## src/rtl/fetch_stage.sv

```systemverilog
// Instruction-fetch stage: owns the PC, addresses the synchronous instruction memory, and holds the IF/ID register.
// Optional per-stage perf counters are enabled with `define FETCH_PERF_CNT_EN.
module fetch_stage #(
    parameter logic [31:0] RESET_PC = 32'h0000_0000,
    parameter int          IMEM_AW  = 8
) (
    input  logic               clk,
    input  logic               rst,
    input  logic               stall,
    input  logic               redirect,
    input  logic [31:0]        redirect_pc,
    output logic [IMEM_AW-1:0] imem_addr,
    input  logic [31:0]        imem_rdata,
    output logic [31:0]        id_pc,
    output logic [31:0]        id_instr,
    output logic               id_valid,
    output logic [31:0]        pc
`ifdef FETCH_PERF_CNT_EN
   ,output logic [31:0]        perf_fetch,
    output logic [31:0]        perf_stall,
    output logic [31:0]        perf_flush
`endif
);

    localparam logic [31:0] BUBBLE = 32'h0000_0013;

    logic [31:0] pc_next;
    logic        unused_redirect_lsbs;

    // Branch/jal targets are word aligned; the low bits are dropped rather than trapped.
    assign unused_redirect_lsbs = ^redirect_pc[1:0];

    always_comb begin
        pc_next = pc + 32'd4;
        if (rst)
            pc_next = RESET_PC;
        else if (redirect)
            pc_next = {redirect_pc[31:2], 2'b00};
        else if (stall)
            pc_next = pc;
    end

    // Addressing with pc_next makes the registered read data line up with pc next cycle.
    assign imem_addr = pc_next[IMEM_AW+1:2];

    always_ff @(posedge clk) begin
        pc <= pc_next;
    end

    always_ff @(posedge clk) begin
        if (rst || redirect) begin
            id_instr <= BUBBLE;
            id_pc    <= 32'h0000_0000;
            id_valid <= 1'b0;
        end else if (!stall) begin
            id_instr <= imem_rdata;
            id_pc    <= pc;
            id_valid <= 1'b1;
        end
    end

`ifdef FETCH_PERF_CNT_EN
    always_ff @(posedge clk) begin
        if (rst) begin
            perf_fetch <= 32'h0;
            perf_stall <= 32'h0;
            perf_flush <= 32'h0;
        end else if (redirect) begin
            perf_flush <= perf_flush + 32'd1;
        end else if (stall) begin
            perf_stall <= perf_stall + 32'd1;
        end else begin
            perf_fetch <= perf_fetch + 32'd1;
        end
    end
`endif

endmodule

```

## config.mk

```make
export PLATFORM = sky130hd
export DESIGN_NAME = fetch_stage
export DESIGN_NICKNAME = d
export VERILOG_FILES = /design/src/rtl/fetch_stage.sv
export SDC_FILE = /design/constraint.sdc
export NUM_CORES = 1
export LEC_CHECK = 0
export BUFFER_PORTS_ARGS = -buffer_cell sky130_fd_sc_hd__buf_2
export CELL_PAD_IN_SITES_DETAIL_PLACEMENT = 0
export CELL_PAD_IN_SITES_GLOBAL_PLACEMENT = 1
export CORE_MARGIN = 2
export CORE_UTILIZATION = 35
export DETAILED_ROUTE_END_ITERATION = 10
export HOLD_SLACK_MARGIN = 0.05
export PLACE_DENSITY_LB_ADDON = 0.1
export SLEW_MARGIN = 15
export SYNTH_ARGS = -nofsm -noshare
export SYNTH_HDL_FRONTEND = slang
export SYNTH_SLANG_ARGS = --single-unit
export TNS_END_PERCENT = 5
```

## constraint.sdc

```tcl
create_clock -name clk -period 2.1 [get_ports clk]
set_clock_uncertainty 0.05 [all_clocks]
set_input_delay 0.21 -clock clk [delete_from_list [all_inputs] [get_ports clk]]
set_output_delay 0.21 -clock clk [all_outputs]
set_load 0.02 [all_outputs]
```

After elaboration in Yosys (flattened, before gate mapping)
Cells that the tools add are included.
Word-level totals
  flip-flop bits (word level): 97
  latch bits: 0
  memory bits (writable): 0
  bits in read-only memories: 0
  input port bits: 68
  output and inout bits: 105
  logic and storage cells: 13
  memories kept: 0
Operators by class
  $add $sub $neg: 1
  $mul: 0
  div/mod/pow operators: 0
  magnitude comparators: 0
  equal/unequal tests: 1
  shifts and indexed selects: 0
  multiplexer cells: 3
  bitwise logic cells: 0
  reductions and logical operators: 2
Operators by type and width (count)
  32-bit two-way mux: 2
  32-bit by 3-bit adder with 32-bit output, second input constant: 1
  10-bit two-way mux: 1
  2-bit by 1-bit inequality test with 1-bit output, second input constant: 1
  2-bit OR reduction: 1
  1-bit logical OR: 1

Depth between registers and ports, before layout
  word-level depth: 4
  gate-level depth with buffers: 7
  depth with buffers taken out: 5

Least setup slack after synthesis
No wires, ideal clock.
  path type: register to output
  from: register pc[2]
  to: output imem_addr[4]
  arrival time: 1.822 ns
  data required time: 1.840 ns
  setup slack: 0.018 ns
  cell stages (with the launch flop): 5
  buffers on the path: 0
  cell sequence: dfxtp_1 > ha_1 > nand2_1 > or3_1 > a311oi_1
Between the ends
  word-level cells in the longest chain between the ends: 4
Ends and longest elaborated chain
  start, declared: line 17  | output logic [31:0] pc
  start signal, assigned: line 47  | pc <= pc_next;
  32-bit by 3-bit adder with 32-bit output: line 34  | pc_next = pc + 32'd4;
  32-bit two-way mux: line 39  | else if (stall)
  32-bit two-way mux: line 37  | else if (redirect)
  10-bit two-way mux: line 35  | if (rst)
  end, declared: line 12  | output logic [IMEM_AW-1:0] imem_addr,
No other way between the ends. The select of a mux whose other input is x is not followed.

Worst setup path in the final report
  from: register pc[5]
  to: output imem_addr[5]
The elaborated chain is that of the path after synthesis.

==> run summary <==
CP Capture Type - output pin
Seq/Total Area, Yosys - 0.453
post-route ant nets - 0
Max Clock Freq - 0.465 GHz
Fillers - 1127
Slew @ Worst Pin - 0.835 ns
fraction of layout cells with a size suffix above 1 - 0.349
startpoint types - flip-flop
leak pwr - 0.00270 uW
Layout Area Growth over Synthesis - 41.2%
port bufs - 166
EDFF count, synth - 0
CTS tree - built
#FFs+latches synth - 93
1st-iter DRT viols - 138
fin crit share - 1.02
Placer Congestion - 0.785
Worst Hold End - id_instr[2]$_SDFFE_PP0N_
Site Rows - 39
Critical Path Max Stage Delay - 0.43 ns
mapped cell area - 4110 um2
DPL Wire Length - 8390 um
count leader, synth - dfxtp_1
GRT Total Usage - 0.189
crit path max fanout - 7
Synth cell types - 47
setup TNS - -0.0516 ns
combinational power share - 0.159
synth cell count leaders - 93 x dfxtp_1, 86 x nor2_1, 63 x mux2i_1
CP arrival - 1.89 ns
power after layout - 4010 uW
Post-Synthesis Cells - 451
starting density of the core - 0.359
CP cell instances - nand4_1 > or3_1 > a311oi_2 > buf_4
Worst Path Buf+Inv - 1
failing checks - negative setup slack
die area - 12600 um2
Die W - 112 um
Finish-stage setup viols - 1
Psw - 1070 uW
Hold/Removal Path Class - in -> reg
via count - 3949
max-slew violation total from the final report - 0
unrepaired setup endpoints after global routing - yes
area of the multi-input gates - 2080 um2
CTS sink cnt - 93
DR vias/cell - 4.91
io pins - 173
syn_area_per_cell - 9.12 um2
min cycle time layout - 2.15 ns
number of global-route vias before repair - 3878
Ys Warns - 0
Synth area leader - dfxtp_1
FF-to-FF Start - pc[10]$_SDFFE_PP0P_
worst r2r path cells - 4
Synth top area share - 0.453
ys flop type - dfxtp_1
Worst EP required - 1.84 ns
Final Hold Viols - 0
hold wc startpoint - imem_rdata[2]
Max-slew headroom - 0.444
Die Ht - 112 um
Flop pwr share - 0.476
Residual DRC - 0
DR pass1 iterations - 4
Clk network pwr share - 0.365
Final WS setup - -0.0516 ns
final wirelength - 11700 um
reg-to-reg critical path endpoint - pc[21]$_SDFFE_PP0P_
clk_lat worst skew - 0.34 ns
worst ir drop on vdd - 0.000601 V
initial antenna violation count - 1
CTS root buf - clkbuf_16
pwr/cell area - 691 nW/um2
grt total ovfl - 0
CTS max path bufs - 2
first-pass GRT wire length - 19300 um
Max Cap Viol - 0
Crit Path Category - reg -> out
largest net degree at the start of global routing - 53
drt wl/cell - 14.5 um
Synth area leaders - dfxtp_1 45%, mux2i_1 15%, nor2_1 7.8%
Pint - 2940 uW
H-tree levels - 3
run status - finished with violations
number of clock buffers inserted by TritonCTS - 9
Sequential Area - 1870 um2
CP delay by family, top - simple AND/OR/NAND/NOR gates
Worst-path clk slew - 0.06 ns
FF-to-FF setup slack - 0.16 ns
core area - 11500 um2
sw frac - 0.266
Worst path slowest cell - or3_1
Hold Path Depth - 3
async set-or-reset flop fraction in the synthesized netlist - 0
nets - 726
==> flip-flops by register name, indices dropped and copies added (netlist names) <==
signal / flops
id_instr: 32
id_pc: 30
id_valid: 1
pc: 30
==> through the flow <==
| stage | utilization | setup WS, ns | cells | hold WS, ns | area, um2 |
|---|---|---|---|---|---|
| floorplan | - | 0.0176 | 454 | 0.284 | 4130 |
| global route | 0.506 | -0.117 | 804 | 0.0596 | 5810 |
| CTS | 0.502 | 0.00169 | 801 | 0.0500 | 5760 |
| detailed placement | 0.455 | 0.141 | 762 | 0.384 | 5220 |
| global placement | 0.455 | 0.171 | 762 | 0.374 | 5220 |
| finish | 0.506 | -0.0516 | 805 | 0.0586 | 5810 |
==> cells by family after synthesis <==
kind of cell / count (synthesis) / share of synthesized area
muxes: 63 / 0.153
and+or+nand+nor: 185 / 0.218
xor gates and xnor gates: 9 / 0.0192
adders and majority gates: 1 / 0.00304
buffers and inverters: 44 / 0.0557
other: 1 / 0.000912
DFF: 93 / 0.453
AOI/OAI and AO/OA: 55 / 0.0970
==> cells in the final DEF (no fill, tap or decap), drive strengths merged, types with 5 or more instances in the layout <==
cell type    netlist  routed
and4               5       5
xnor2              9       9
inv                9       9
nand4             11      11
a311oi             9       9
o31ai              5       5
dfxtp             93      93
nand3             10      10
nor3              11      11
or4                5       5
o21ai             10      10
a21oi              6       6
nor2              86      86
clkbuf            13      13
buf               20     203
nor4               7       7
or3                7       7
dlygate4sd3        0      23
a211oi             7       7
nand2             28      28
mux2i             63      63
==> routing by layer <==
metal | track usage | part of all wire | vias to the layer above
met5 | 0 | 0 | -
met4 | 0.0439 | 0.0056 | 0
met3 | 0.0594 | 0.065 | 4
met2 | 0.302 | 0.46 | 127
met1 | 0.250 | 0.47 | 1806
li1 | - | - | 2012
==> worst reg2reg max path, stage by stage (launching register included) <==
cell      delay, ns
dfxtp_1        0.50
nand4_4        0.12
or3_4          0.46
or4_1          0.49
a311oi_1       0.25
==> cell type report <==
cell class / instances / share of cell area
clock inverters: 2 / 0.00172
diodes: 1 / 0.000431
flip-flops and latches: 93 / 0.322
multi-input cells: 317 / 0.358
repair buffers: 226 / 0.237
inverters: 10 / 0.00646
clock buffers: 13 / 0.0431
well taps: 143 / 0.0308
==> what timing repair did <==
action	CTS	global route
hold buffers	23	0
pin swaps	3	4
hold endpoints to repair	23	0
setup buffers	1	3
resized for setup	12	8
endpoints found under the setup margin	5	5
==> power by group through the flow <==
stage | Sequential [uW] | Combinational [uW] | Clock, uW
after floorplan | 2040 | 271 | 0
after global placement | 1950 | 590 | 0
after detailed placement | 1950 | 593 | 0
after CTS | 1910 | 635 | 1520
after global routing | 1920 | 695 | 1600
final | 1910 | 637 | 1460
==> worst max-delay path by stage <==
stage | startpoint | end | cells past startpoint
6_report | pc[5]$_DFF_P_ | imem_addr[5] | 4
5_1_grt | pc[5]$_DFF_P_ | imem_addr[5] | 4
4_1_cts | pc[3]$_DFF_P_ | imem_addr[4] | 5
3_5_place_dp | pc[5]$_DFF_P_ | pc[21]$_SDFFE_PP0P_ | 4
3_3_place_gp | pc[5]$_DFF_P_ | pc[21]$_SDFFE_PP0P_ | 4
2_1_floorplan | pc[2]$_DFF_P_ | imem_addr[4] | 4
No activity file was read; power rests on OpenSTA's default activity.
